$ cat src/rtl/sr_chip_emulator_pkg.sv
// Shared types and default sizes for the serial configuration shift-register link.
// The SR controller and receiver import the same defaults so all ends agree on frame length.
package sr_chip_emulator_pkg;

  localparam int unsigned SrWidth    = 170;
  localparam int unsigned SrCntWidth = 8;

  typedef enum logic [1:0] {
    StIdle,
    StShift,
    StLatch
  } sr_state_e;

endpackage

$ cat src/rtl/sr_sync_edge.sv
// Synchronizer chain plus rising-edge detector for one slow, asynchronous link input.
// Edges are suppressed until the chain and the edge history hold post-reset samples only.
module sr_sync_edge #(
  parameter int unsigned SYNC_STAGES = 2
) (
  input  logic clk,
  input  logic rst,
  input  logic async_in,
  output logic level,
  output logic rise
);

  logic [SYNC_STAGES-1:0] sync_q;
  logic                   prev_q;
  logic [SYNC_STAGES:0]   arm_q;

  always_ff @(posedge clk) begin
    if (rst) begin
      sync_q <= '0;
      prev_q <= 1'b0;
      arm_q  <= '0;
    end else begin
      sync_q <= {sync_q[SYNC_STAGES-2:0], async_in};
      prev_q <= sync_q[SYNC_STAGES-1];
      // Fills with ones; the top bit is set once prev_q reflects a post-reset sample.
      arm_q  <= {arm_q[SYNC_STAGES-1:0], 1'b1};
    end
  end

  always_comb begin
    level = sync_q[SYNC_STAGES-1];
    rise  = arm_q[SYNC_STAGES] & sync_q[SYNC_STAGES-1] & ~prev_q;
  end

endmodule

$ cat src/rtl/sr_chip_emulator.sv
// Device-side emulator of the detector configuration shift register and its load latch.
// Oversamples clk_sr/din_sr/load_sr on the system clock and reports per-frame length.
module sr_chip_emulator
  import sr_chip_emulator_pkg::*;
#(
  parameter int unsigned WIDTH       = SrWidth,
  parameter int unsigned CNT_WIDTH   = SrCntWidth,
  parameter int unsigned SYNC_STAGES = 2
) (
  input  logic                 clk,
  input  logic                 rst,
  input  logic                 clk_sr,
  input  logic                 din_sr,
  input  logic                 load_sr,
  output logic                 dout_sr,
  output logic [WIDTH-1:0]     cfg_out,
  output logic                 cfg_valid,
  output logic [CNT_WIDTH-1:0] bit_count,
  output logic                 len_err,
  output logic                 busy
);

  localparam logic [CNT_WIDTH-1:0] CntMax   = '1;
  localparam logic [CNT_WIDTH-1:0] WidthCnt = CNT_WIDTH'(WIDTH);

  logic clk_level, clk_rise;
  logic din_level, din_rise;
  logic load_level, load_rise;

  sr_sync_edge #(.SYNC_STAGES(SYNC_STAGES)) u_sync_clk (
    .clk      (clk),
    .rst      (rst),
    .async_in (clk_sr),
    .level    (clk_level),
    .rise     (clk_rise)
  );

  sr_sync_edge #(.SYNC_STAGES(SYNC_STAGES)) u_sync_din (
    .clk      (clk),
    .rst      (rst),
    .async_in (din_sr),
    .level    (din_level),
    .rise     (din_rise)
  );

  sr_sync_edge #(.SYNC_STAGES(SYNC_STAGES)) u_sync_load (
    .clk      (clk),
    .rst      (rst),
    .async_in (load_sr),
    .level    (load_level),
    .rise     (load_rise)
  );

  logic unused_sync;
  assign unused_sync = clk_level ^ din_rise ^ load_level;

  sr_state_e            state_q, state_d;
  logic [WIDTH-1:0]     shreg_q, shreg_d;
  logic [WIDTH-1:0]     cfg_q, cfg_d;
  logic [CNT_WIDTH-1:0] cnt_q, cnt_d;
  logic [CNT_WIDTH-1:0] cnt_shifted;
  logic [CNT_WIDTH-1:0] bit_count_q, bit_count_d;
  logic                 len_err_q, len_err_d;
  logic                 dout_q;

  // Datapath: a shift in the same cycle as a load is applied before the latch.
  always_comb begin
    shreg_d     = shreg_q;
    cfg_d       = cfg_q;
    bit_count_d = bit_count_q;
    len_err_d   = len_err_q;
    cnt_shifted = cnt_q;

    if (clk_rise) begin
      shreg_d     = {shreg_q[WIDTH-2:0], din_level};
      cnt_shifted = (cnt_q == CntMax) ? cnt_q : cnt_q + 1'b1;
    end
    cnt_d = cnt_shifted;

    if (load_rise) begin
      cfg_d       = shreg_d;
      bit_count_d = cnt_shifted;
      len_err_d   = (cnt_shifted != WidthCnt);
      cnt_d       = '0;
    end
  end

  always_comb begin
    state_d = state_q;
    unique case (state_q)
      StIdle: begin
        if (load_rise)     state_d = StLatch;
        else if (clk_rise) state_d = StShift;
      end
      StShift: begin
        if (load_rise) state_d = StLatch;
      end
      StLatch: begin
        if (load_rise)     state_d = StLatch;
        else if (clk_rise) state_d = StShift;
        else               state_d = StIdle;
      end
      default: state_d = StIdle;
    endcase
  end

  always_ff @(posedge clk) begin
    if (rst) begin
      state_q     <= StIdle;
      shreg_q     <= '0;
      cfg_q       <= '0;
      cnt_q       <= '0;
      bit_count_q <= '0;
      len_err_q   <= 1'b0;
      dout_q      <= 1'b0;
    end else begin
      state_q     <= state_d;
      shreg_q     <= shreg_d;
      cfg_q       <= cfg_d;
      cnt_q       <= cnt_d;
      bit_count_q <= bit_count_d;
      len_err_q   <= len_err_d;
      dout_q      <= shreg_q[WIDTH-1];
    end
  end

  always_comb begin
    dout_sr   = dout_q;
    cfg_out   = cfg_q;
    cfg_valid = (state_q == StLatch);
    bit_count = bit_count_q;
    len_err   = len_err_q;
    busy      = (state_q == StShift);
  end

endmodule

$ cat config.mk
export PLATFORM = sky130hd
export DESIGN_NAME = sr_chip_emulator
export DESIGN_NICKNAME = d
export VERILOG_FILES = /design/src/rtl/sr_chip_emulator_pkg.sv /design/src/rtl/sr_sync_edge.sv /design/src/rtl/sr_chip_emulator.sv
export SDC_FILE = /design/constraint.sdc
export NUM_CORES = 1
export LEC_CHECK = 0
export CAP_MARGIN = 20
export CORE_MARGIN = 1.5
export CORE_UTILIZATION = 55
export DETAILED_ROUTE_END_ITERATION = 10
export GPL_TIMING_DRIVEN = 0
export PLACE_DENSITY = 0.81
export SETUP_SLACK_MARGIN = 0.4
export SKIP_LAST_GASP = 1
export SLEW_MARGIN = 20
export SYNTH_ARGS = -nofsm -noshare
export SYNTH_HDL_FRONTEND = slang
export SYNTH_SLANG_ARGS = --single-unit
$ cat constraint.sdc
create_clock -name clk -period 4.3 [get_ports clk]
set_clock_uncertainty 0.05 [all_clocks]
set_input_delay 1.29 -clock clk [delete_from_list [all_inputs] [get_ports clk]]
set_output_delay 1.29 -clock clk [all_outputs]
set_load 0.02 [all_outputs]
==> results of run 1 <==
synth_stat cells, drive strengths merged, types with 3 or more instances:
master	n
a21oi	175
o21a	4
nand4	3
inv	3
dfxtp	371
a211oi	4
nor2b	12
nand2	349
clkbuf	54
o21ai	5
buf	46
mux2i	3
nand3	5
o22a	170
nor2	19
layout by cell type, fill, tap and decap left out, types with 2 or more instances in the layout:
cell and n:
nor2b_1 12, o21a_1 4, clkdlybuf4s50_1 186, buf_2 11, a211oi_1 4, or2_2 2, nor4_1 2, buf_4 20
inv_1 3, nor2_1 17, and2_1 2, mux2i_1 3, buf_1 15, clkinv_2 5, nand4_1 2, nand3_1 4
dfxtp_1 371, nor3_1 2, nand2_1 349, and3_2 2, clkbuf_1 62, o22a_1 170, o221ai_1 2, clkbuf_16 38
a21oi_1 174, clkbuf_8 8, o21ai_0 4, bufinv_16 2
path summary, 6_finish.rpt:
check | endpoint | slack, ps | start | cells after the start
setup / recovery | busy | 1240 | state_q[0] | 3
hold / removal | u_sync_load.sync_q[1] | 390 | u_sync_load.sync_q[0] | 1
setup reg to reg | cfg_out[103] | 2120 | u_sync_clk.arm_q[2] | 6
hold reg to reg | u_sync_load.sync_q[1] | 390 | u_sync_load.sync_q[0] | 1
layer usage:
metal,vias to the layer above,GRT usage,part of all wire
li1,4729,-,-
met1,4554,0.2815,0.42
met2,232,0.4123,0.49
met3,57,0.05934,0.063
met4,0,0.08544,0.029
met5,-,0,0
sequential cells by signal (all words and copies together), names as in the netlist:
register	flops
cfg_out	170
shreg_q	170
bit_count	8
cnt_q	8
u_sync_clk.arm_q	3
state_q	2
u_sync_clk.sync_q	2
u_sync_din.sync_q	2
u_sync_load.sync_q	2
dout_sr	1
len_err	1
u_sync_clk.prev_q	1
u_sync_load.prev_q	1
final cells by class:
| type | instances | area [µm²] |
|---|---|---|
| well taps | 280 | 350.3 |
| clock inverters | 8 | 101.3 |
| inverters | 3 | 11.26 |
| clock buffers | 54 | 1091 |
| repair buffers | 186 | 1862 |
| fillers | 1582 | 6191 |
| flip-flops and latches | 371 | 7427 |
| plain buffers | 100 | 464.2 |
| multi-input cells | 772 | 4190 |
stage by stage:
| step | area (µm²) | util | total power, W |
|---|---|---|---|
| floorplan | 12090 | - | 0.003663 |
| global placement | 14310 | 0.6596 | 0.003740 |
| detailed placement | 14310 | 0.6596 | 0.003744 |
| CTS | 15500 | 0.7145 | 0.006849 |
| global route | 15500 | 0.7145 | 0.006998 |
| finish | 15500 | 0.7145 | 0.006794 |
worst max-delay path, cell delays in order, from the launching register on:
cell             delay [ps]
dfxtp_1                 350
inv_1                    60
nor2_1                  140
clkdlybuf4s50_1         660
power by group through the flow:
stage / Sequential (W) / Clock, W / Combinational [W]
6_report: 0.00348 / 0.00313 / 0.000193
5_1_grt: 0.00348 / 0.00332 / 0.000207
4_1_cts: 0.00348 / 0.00318 / 0.000194
3_3_place_gp: 0.00355 / 0 / 0.000190
2_1_floorplan: 0.00357 / 0 / 0.0000897
3_5_place_dp: 0.00355 / 0 / 0.000193
cells by family (layout without fill, tap and decap cells):
| group | after synthesis | in the layout | synth area share |
|---|---|---|---|
| AOI/OAI and AO/OA | 364 | 364 | 0.2079 |
| xor gates and xnor gates | 2 | 2 | 0.001449 |
| adders and majority gates | 1 | 1 | 0.001034 |
| buffers and inverters | 103 | 351 | 0.03932 |
| DFF | 371 | 371 | 0.6142 |
| muxes | 3 | 3 | 0.002483 |
| and+or+nand+nor | 402 | 402 | 0.1337 |
==> metrics.csv, run 1 <==
stage,metric,value,unit
floorplanning,Die Wd,151.3,µm
cells_and_area,Final Non-Filler Cells,1774,
pwr,Flop pwr share,0.512,
place,DP HPWL,18.49,mm
yosys,Mapped Cells,1246,
critical_path,CP Class,register to output port,
clocking,Max Buffers Root-to-Sink,3,
place,placed insts,1712,
timing,"Hold Vio Cnt, Final",0,
floorplanning,die area,0.02289,mm²
global_route,vias in the first global route,8894,
detailed_routing,DRC Markers,0,
detailed_routing,initial drt markers,417,
timing,Slew HR,0.5124,
timing,final period utilization,0.7114,
clocking,TritonCTS clock tree,yes,
yosys,Synthesized Nets,1252,
clocking,clock sink count,371,
pwr,internal power,0.005409,W
status,status,completed,
timing,count of pins over their slew limit,0,
clocking,clk_lat worst skew,510,ps
floorplanning,Die Span Y,151.3,µm
cells_and_area,Area Growth Syn to Fin,28.15,%
yosys,total of warnings raised by yosys,0,
place,pre-CTS WS,789.8,ps
yosys,"top cells by area, synth","dfxtp_1 61%, o22a_1 12%, nand2_1 11%",
pwr,maximum VDD drop,368.3,µV
global_route,first-pass GRT wire length,43.22,mm
critical_path,Worst setup SP type,register,
timing,Worst-Margin Slew,731.4,ps
timing,fmax,0.3269,GHz
yosys,#FFs+latches synth,371,
detailed_routing,DRT Pass-1 Iters,5,
detailed_routing,Routed Antenna Nets,0,
yosys,Post-Syn Area,0.01209,mm²
pwr,clock group share of total power,0.460,
timing,setup_tns,0,ps
yosys,Yosys cell types,40,
timing,RSZ-0062 raised after global routing,no,
yosys,Post-synth EDFFs,0,
critical_path,critical path required time,2960,ps
critical_path,Worst EP arrival,1720,ps
clocking,CTS root buffer,clkbuf_16,
global_route,GR Util All Layers,0.2367,
detailed_routing,Vias,9572,
clocking,Hold Buf Count CTS,0,
pwr,pwr dens,438.4,mW/mm²
global_route,GRT overflow,0,
clocking,CTS Buf Count,37,
clocking,CTS resizes,0,
pwr,Comb power frac,0.028,
yosys,fraction of registers with async set/reset,0,
job,Max-Cap Viols,0,
timing,endpoints failing setup,0,
yosys,mean area per synthesized cell,9.705,µm²
place,gpl congestion,0.8006,
detailed_routing,drt total wl,27.52,mm
timing,WHS,388.1,ps
cells_and_area,Antenna diodes,0,
pwr,Sw Share,0.2039,
yosys,register area share after synthesis,0.6142,
yosys,cell taking the most area after synthesis,dfxtp_1,
global_route,pin count of the biggest net entering global routing,15,
floorplanning,row count,54,
floorplanning,io pins,187,
timing,fin worst setup slack,1241,ps
floorplanning,Starting Density,0.5576,
timing,min Tclk post-route,3059,ps
detailed_routing,WL/cell,15.52,µm
floorplanning,Core Region,0.02169,mm²
pwr,Pleak,6.434,nW
global_route,initial antenna violation count,0,
cells_and_area,Final nets,1477,
detailed_routing,Via density,5.396,
hold_path,Hold Crit Class,register to register,
clocking,Post-CTS Setup Inserts,0,
yosys,ys flop type,dfxtp_1,
clocking,clk slew on worst S/H paths,60,ps
critical_path,CP endpoint kind,output port,
critical_path,CP max FO,3,
yosys,share of the synthesized area in the top cell type,0.6142,
place,IO buf count,186,
pwr,P_sw,0.001385,W
cells_and_area,ratio of cells with drive above 1 in the final layout,0.06426,
clocking,CTS HTree Levels,2,
Power figures use the tool's default switching activity.
==> run 2, diff against run 1 <==
--- a/config.mk
+++ b/config.mk
@@ -7,10 +7,10 @@
 export LEC_CHECK = 0
 export CAP_MARGIN = 20
 export CORE_MARGIN = 1.5
-export CORE_UTILIZATION = 55
+export CORE_UTILIZATION = 53
 export DETAILED_ROUTE_END_ITERATION = 10
 export GPL_TIMING_DRIVEN = 0
-export PLACE_DENSITY = 0.81
+export PLACE_DENSITY = 0.79
 export SETUP_SLACK_MARGIN = 0.4
 export SKIP_LAST_GASP = 1
 export SLEW_MARGIN = 20
==> constraint.sdc (replaced) <==
create_clock -name clk -period 3.15 [get_ports clk]
set_clock_uncertainty 0.05 [all_clocks]
set_input_delay 0.945 -clock clk [delete_from_list [all_inputs] [get_ports clk]]
set_output_delay 0.945 -clock clk [all_outputs]
set_load 0.02 [all_outputs]
==> run 2 against run 1 <==
Effect of this change:
- critical path depth decreased by 1
- die area increased by 3.7%
- critical path type unchanged
- non-clock buffer count unchanged
- total power increased by 41%
- critical endpoint is now cfg_valid
==> metrics.csv, run 2 (synthesis results as in run 1) <==
stage,metric,value,unit,change
detailed_routing,Vias,9531,,was 9572
pwr,maximum VDD drop,478.3,µV,was 368.3 µV
place,DP HPWL,18.64,mm,was 18.49 mm
floorplanning,Core Region,0.02250,mm²,was 0.02169 mm²
floorplanning,Die Wd,154.1,µm,was 151.3 µm
global_route,pin count of the biggest net entering global routing,15,,unchanged
global_route,initial antenna violation count,0,,unchanged
cells_and_area,fillcell total,1737,,was 1582
timing,final period utilization,0.8297,,
cells_and_area,Area Growth Syn to Fin,29.05,%,was 28.15%
timing,fin worst setup slack,536.4,ps,was 1241 ps
pwr,pwr dens,613.3,mW/mm²,was 438.4 mW/mm²
critical_path,worst r2r path cells,6,,unchanged
critical_path,r2r endpoint,len_err,,was cfg_out[103]
cells_and_area,Storage cell area,0.007427,mm²,unchanged
place,gpl congestion,0.8226,,was 0.8006
timing,"Hold Vio Cnt, Final",0,,unchanged
detailed_routing,DRT Pass-1 Iters,5,,unchanged
detailed_routing,drt total wl,27.64,mm,was 27.52 mm
critical_path,internal reg-to-reg setup slack,1090,ps,was 2120 ps
clocking,clk_lat worst skew,520,ps,was 510 ps
detailed_routing,Routed Antenna Nets,0,,unchanged
pwr,Pleak,6.505,nW,was 6.434 nW
clocking,TritonCTS clock tree,yes,,unchanged
place,pre-CTS WS,-44.04,ps,was 789.8 ps
critical_path,crit path launch,state_q[1],,was state_q[0]
timing,setup_tns,0,ps,unchanged
timing,count of pins over their slew limit,0,,unchanged
floorplanning,Starting Density,0.5374,,was 0.5576
global_route,vias in the first global route,9216,,was 8894
clocking,Max Buffers Root-to-Sink,3,,unchanged
cells_and_area,cell area after layout,0.01561,mm²,was 0.01550 mm²
timing,endpoints failing setup,0,,unchanged
job,Max-Cap Viols,0,,unchanged
timing,RSZ-0062 raised after global routing,no,,unchanged
floorplanning,Die Span Y,154.1,µm,was 151.3 µm
cells_and_area,area of the multi-input gates,0.004195,mm²,was 0.004190 mm²
place,IO buf count,186,,unchanged
hold_path,Hold Path End,u_sync_clk.arm_q[1],,was u_sync_load.sync_q[1]
hold_path,Worst Min Path Start,u_sync_clk.arm_q[0],,was u_sync_load.sync_q[0]
global_route,GRT overflow,0,,unchanged
critical_path,CP max FO,3,,unchanged
place,placed cell areas,0.01431,mm²,about the same
status,status,completed,,unchanged
floorplanning,die area,0.02373,mm²,was 0.02289 mm²
timing,min Tclk post-route,2614,ps,
cells_and_area,"most common cell after layout, fill and taps aside",dfxtp_1,,unchanged
hold_path,Hold Crit Class,register to register,,unchanged
critical_path,CP endpoint kind,output port,,unchanged
cells_and_area,Antenna diodes,0,,unchanged
floorplanning,io pins,187,,unchanged
cells_and_area,most frequent cells in the layout,"371 x dfxtp_1, 349 x nand2_1, 185 x clkdlybuf4s50_1, 174 x a21oi_1, 170 x o22a_1",,"was 371 x dfxtp_1, 349 x nand2_1, 186 x clkdlybuf4s50_1, 174 x a21oi_1, 170 x o22a_1"
clocking,clk slew on worst S/H paths,60,ps,about the same
critical_path,Worst setup SP type,register,,unchanged
hold_path,hold path cells,1,,unchanged
cells_and_area,ratio of cells with drive above 1 in the final layout,0.06947,,was 0.06426
global_route,GR Util All Layers,0.2306,,was 0.2367
timing,Worst-Margin Slew,719.3,ps,was 731.4 ps
timing,Slew HR,0.5204,,was 0.5124
global_route,first-pass GRT wire length,44.94,mm,was 43.22 mm
clocking,clock sink count,371,,unchanged
detailed_routing,Via density,5.348,,was 5.396
clocking,CTS HTree Levels,2,,unchanged
floorplanning,row count,55,,was 54
detailed_routing,initial drt markers,423,,was 417
critical_path,Worst EP arrival,1620,ps,was 1720 ps
clocking,CTS root buffer,clkbuf_16,,unchanged
cells_and_area,Final Util,0.6935,,was 0.7145
clocking,CTS Buf Count,38,,was 37
detailed_routing,DRC Markers,0,,unchanged
critical_path,FF-to-FF Start,cnt_q[1],,was u_sync_clk.arm_q[2]
timing,fmax,0.3826,GHz,
critical_path,CP Class,register to output port,,unchanged
cells_and_area,Final nets,1478,,was 1477
detailed_routing,WL/cell,15.51,µm,was 15.52 µm
critical_path,critical path required time,2150,ps,was 2960 ps
-- run 2: cell count changes in the layout (fill, tap and decap cells not counted), sizes merged --
cell / delta
bufinv: +2
clkbuf: -3
clkdlybuf4s50: -1
clkinv: +2
clkinvlp: +1
dlymetal6s2s: +1
inv: +1
-- run 2: through the flow --
stage / power, W / instances / hold WS (ps)
6_report: 0.009571 / 1782 / 390.0
2_1_floorplan: 0.005001 / 1246 / 363.8
4_1_cts: 0.009639 / 1782 / 394.8
3_3_place_gp: 0.005108 / 1717 / 367.7
5_1_grt: 0.009845 / 1782 / 410.4
3_5_place_dp: 0.005111 / 1717 / 379.1
-- run 2: worst max-delay path: stages (launching register included) --
cell and delay [ps]:
dfxtp_1 340, nor2b_1 130, clkdlybuf4s50_1 640
-- run 2: routing by layer --
layer / track usage / wire [µm]
met1: 0.2865 / 12040
met2: 0.3947 / 13280
met3: 0.05778 / 1694
met4: 0.07120 / 624
met5: 0 / 0
-- run 2: timing repair --
action                     4_1_cts  5_1_grt
hold buffers                     0        0
buffers inserted                 0        0
gates resized for setup          0        2
hold endpoints to repair         0        0
setup endpoints to repair        0       32
-- run 2: report_power, final --
part           total [W]  switching [W]  internal [W]
Clock            0.00456        0.00177       0.00279
Combinational   0.000265       0.000166     0.0000985
Sequential       0.00474      0.0000175       0.00473
-- run 2: area by class of cell --
cell class                      count  area share
Clock buffer                       51     0.07119
Inverter                            3   0.0007216
Multi-Input combinational cell    772      0.2688
Buffer                            100     0.02974
Timing Repair Buffer              186      0.1195
Tap cell                          285     0.02285
Clock inverter                     14     0.01130
Sequential cell                   371      0.4759
-- run 2: how the worst max path moves through the flow --
| stage | to | slack, ps | cells after the start |
|---|---|---|---|
| after floorplan | cfg_out[151] | 1230 | 4 |
| after global placement | cfg_out[154] | -80 | 5 |
| after detailed placement | cfg_out[133] | -40 | 5 |
| after CTS | busy | 430 | 3 |
| after global routing | cfg_valid | 460 | 2 |
| final | cfg_valid | 540 | 2 |
==> run 3, diff against run 2 <==
--- a/config.mk
+++ b/config.mk
@@ -7,10 +7,10 @@
 export LEC_CHECK = 0
 export CAP_MARGIN = 20
 export CORE_MARGIN = 1.5
-export CORE_UTILIZATION = 53
+export CORE_UTILIZATION = 48
 export DETAILED_ROUTE_END_ITERATION = 10
 export GPL_TIMING_DRIVEN = 0
-export PLACE_DENSITY = 0.79
+export PLACE_DENSITY = 0.75
 export SETUP_SLACK_MARGIN = 0.4
 export SKIP_LAST_GASP = 1
 export SLEW_MARGIN = 20
==> constraint.sdc (replaced) <==
create_clock -name clk -period 2.2 [get_ports clk]
set_clock_uncertainty 0.05 [all_clocks]
set_input_delay 0.66 -clock clk [delete_from_list [all_inputs] [get_ports clk]]
set_output_delay 0.66 -clock clk [all_outputs]
set_load 0.02 [all_outputs]
==> run 3 against run 2 <==
Effect of this change:
- combinational power increased by 36%
- wire length increased by 1.7%
- first-iteration DRC count increased by 10%
- via count increased by 0.42%
- critical path depth increased by 1
- sequential share of layout area increased by 1.6 points
- non-clock buffer count increased by 10
- total power increased by 48%
- global-route usage decreased by 2.2 points
- clock power increased by 53%
- final cell count increased by 3.0%
==> metrics.csv, run 3 (synthesis results as in run 1) <==
stage,metric,value,unit,change
status,status,completed,,unchanged
pwr,maximum VDD drop,773.9,µV,was 478.3 µV
detailed_routing,DRC Markers,0,,unchanged
floorplanning,Die Wd,161.7,µm,was 154.1 µm
global_route,initial antenna violation count,0,,unchanged
timing,endpoints failing setup,0,,unchanged
cells_and_area,"most common cell after layout, fill and taps aside",dfxtp_1,,unchanged
critical_path,Worst EP arrival,1180,ps,was 1620 ps
detailed_routing,Vias,9571,,was 9531
floorplanning,Starting Density,0.4929,,was 0.5374
hold_path,Hold Crit Class,register to register,,unchanged
detailed_routing,DRT Pass-1 Iters,4,,was 5
critical_path,Worst setup SP type,register,,unchanged
global_route,vias in the first global route,9003,,was 9216
detailed_routing,drt total wl,28.10,mm,was 27.64 mm
clocking,TritonCTS clock tree,yes,,unchanged
critical_path,critical path required time,1490,ps,was 2150 ps
timing,Slew HR,0.6491,,was 0.5204
timing,"Hold Vio Cnt, Final",0,,unchanged
detailed_routing,Routed Antenna Nets,0,,unchanged
timing,fmax,0.5295,GHz,
place,DP HPWL,18.74,mm,was 18.64 mm
global_route,pin count of the biggest net entering global routing,16,,was 15
clocking,CTS HTree Levels,2,,unchanged
critical_path,crit path cell chain,"inv_2, nor2_4, buf_6",,"was nor2b_1, clkdlybuf4s50_1"
floorplanning,row count,57,,was 55
clocking,clk_lat worst skew,510,ps,was 520 ps
timing,Worst-Margin Slew,526.3,ps,was 719.3 ps
floorplanning,Core Region,0.02453,mm²,was 0.02250 mm²
cells_and_area,most frequent cells in the layout,"369 x dfxtp_1, 349 x nand2_1, 194 x buf_2, 172 x a21oi_1, 170 x o22a_1",,"was 371 x dfxtp_1, 349 x nand2_1, 185 x clkdlybuf4s50_1, 174 x a21oi_1, 170 x o22a_1"
cells_and_area,Antenna diodes,0,,unchanged
detailed_routing,Via density,5.216,,was 5.348
critical_path,CP max FO,3,,unchanged
floorplanning,die area,0.02616,mm²,was 0.02373 mm²
pwr,pwr dens,935.3,mW/mm²,was 613.3 mW/mm²
floorplanning,io pins,187,,unchanged
timing,RSZ-0062 raised after global routing,yes,,was no
pwr,Pleak,7.134,nW,was 6.505 nW
cells_and_area,Area Growth Syn to Fin,24.86,%,was 29.05%
place,pre-CTS WS,-731.0,ps,was -44.04 ps
detailed_routing,WL/cell,15.31,µm,was 15.51 µm
timing,final period utilization,0.8584,,
detailed_routing,initial drt markers,467,,was 423
floorplanning,Die Span Y,161.7,µm,was 154.1 µm
clocking,clock sink count,371,,unchanged
timing,min Tclk post-route,1889,ps,
cells_and_area,Final nets,1488,,was 1478
global_route,GR Util All Layers,0.2082,,was 0.2306
job,Max-Cap Viols,0,,unchanged
timing,count of pins over their slew limit,0,,unchanged
critical_path,CP peak stage delay,370,ps,was 640 ps
clocking,CTS Buf Count,38,,unchanged
cells_and_area,fillcell total,2111,,was 1737
place,gpl congestion,0.7805,,was 0.8226
clocking,clk slew on worst S/H paths,60,ps,about the same
global_route,first-pass GRT wire length,44.64,mm,was 44.94 mm
critical_path,CP endpoint kind,output port,,unchanged
timing,fin worst setup slack,311.5,ps,was 536.4 ps
place,IO buf count,186,,unchanged
cells_and_area,Final Util,0.6155,,was 0.6935
cells_and_area,ratio of cells with drive above 1 in the final layout,0.2402,,was 0.06947
clocking,CTS root buffer,clkbuf_16,,unchanged
global_route,GRT overflow,0,,unchanged
critical_path,CP Class,register to output port,,unchanged
critical_path,CP max-delay cell,dfxtp_2,,was clkdlybuf4s50_1
clocking,Max Buffers Root-to-Sink,3,,unchanged
-- run 3: changes by cell type in the layout (fill, tap and decap cells not counted), moves of 4 or more --
| cell | delta |
|---|---|
| buf_2 | +183 |
| clkdlybuf4s50_1 | -182 |
| clkbuf_2 | +44 |
| clkbuf_1 | -38 |
| buf_1 | -15 |
| buf_4 | +12 |
| clkbuf_4 | +5 |
| buf_6 | +4 |
| bufinv_16 | +4 |
| clkinv_2 | -4 |
-- run 3: area by class of cell --
cell class / count / area (µm²) / share of cell area
inverters: 3 / 11.26 / 0.0007458
clock buffers: 52 / 1085 / 0.07184
well taps: 324 / 405.4 / 0.02685
flip-flops and latches: 371 / 7432 / 0.4922
repair buffers: 196 / 1051 / 0.06961
multi-input cells: 772 / 4250 / 0.2815
clock inverters: 17 / 300.3 / 0.01989
plain buffers: 100 / 564.3 / 0.03737
-- run 3: worst paths after layout --
path / from / endpoint / slack [ps] / depth (start not counted)
max: state_q[0] / busy / 310 / 3
min: u_sync_clk.arm_q[1] / u_sync_clk.arm_q[2] / 380 / 1
max reg2reg: u_sync_clk.prev_q / len_err / 370 / 6
min reg2reg: u_sync_clk.arm_q[1] / u_sync_clk.arm_q[2] / 380 / 1
-- run 3: worst max-delay path, delay by kind of cell, from the launching register on --
family | cells | cell delay [ps]
simple gates | 1 | 110
buf+inv | 2 | 190
flops | 1 | 370
-- run 3: per-layer routing --
layer | share of wire | GRT usage | vias to the layer above | routed length (µm)
met3 | 0.058 | 0.04826 | 57 | 1642
met2 | 0.47 | 0.3461 | 222 | 13180
met1 | 0.44 | 0.2670 | 4527 | 12500
met5 | 0 | 0 | - | 0
li1 | - | - | 4765 | -
met4 | 0.028 | 0.07089 | 0 | 773
-- run 3: metrics by stage --
| stage | TNS [ps] | power [W] | cell area, µm² | hold WS (ps) | std cells |
|---|---|---|---|---|---|
| 3_5_place_dp | -167890 | 0.007321 | 14360 | 379.9 | 1756 |
| 5_1_grt | 0 | 0.01457 | 15100 | 417.3 | 1835 |
| 3_3_place_gp | -158800 | 0.007315 | 14360 | 366.2 | 1756 |
| 4_1_cts | 0 | 0.01423 | 14930 | 386.8 | 1827 |
| 2_1_floorplan | 0 | 0.007160 | 12090 | 363.8 | 1246 |
| 6_report | 0 | 0.01412 | 15100 | 383.4 | 1835 |
-- run 3: report_power, final --
part	switching, W	total [W]	internal, W
clock network	0.00257	0.00697	0.00441
logic	0.000240	0.000360	0.000120
registers	0.0000240	0.00679	0.00677
total	0.00283	0.0141	0.0113
-- run 3: repair_timing --
item / 4_1_cts / 5_1_grt
hold buffers: 0 / 0
resized for setup: 793 / 51
pin swaps: 1 / 3
endpoints found under the setup margin: 541 / 199
setup buffers: 2 / 8
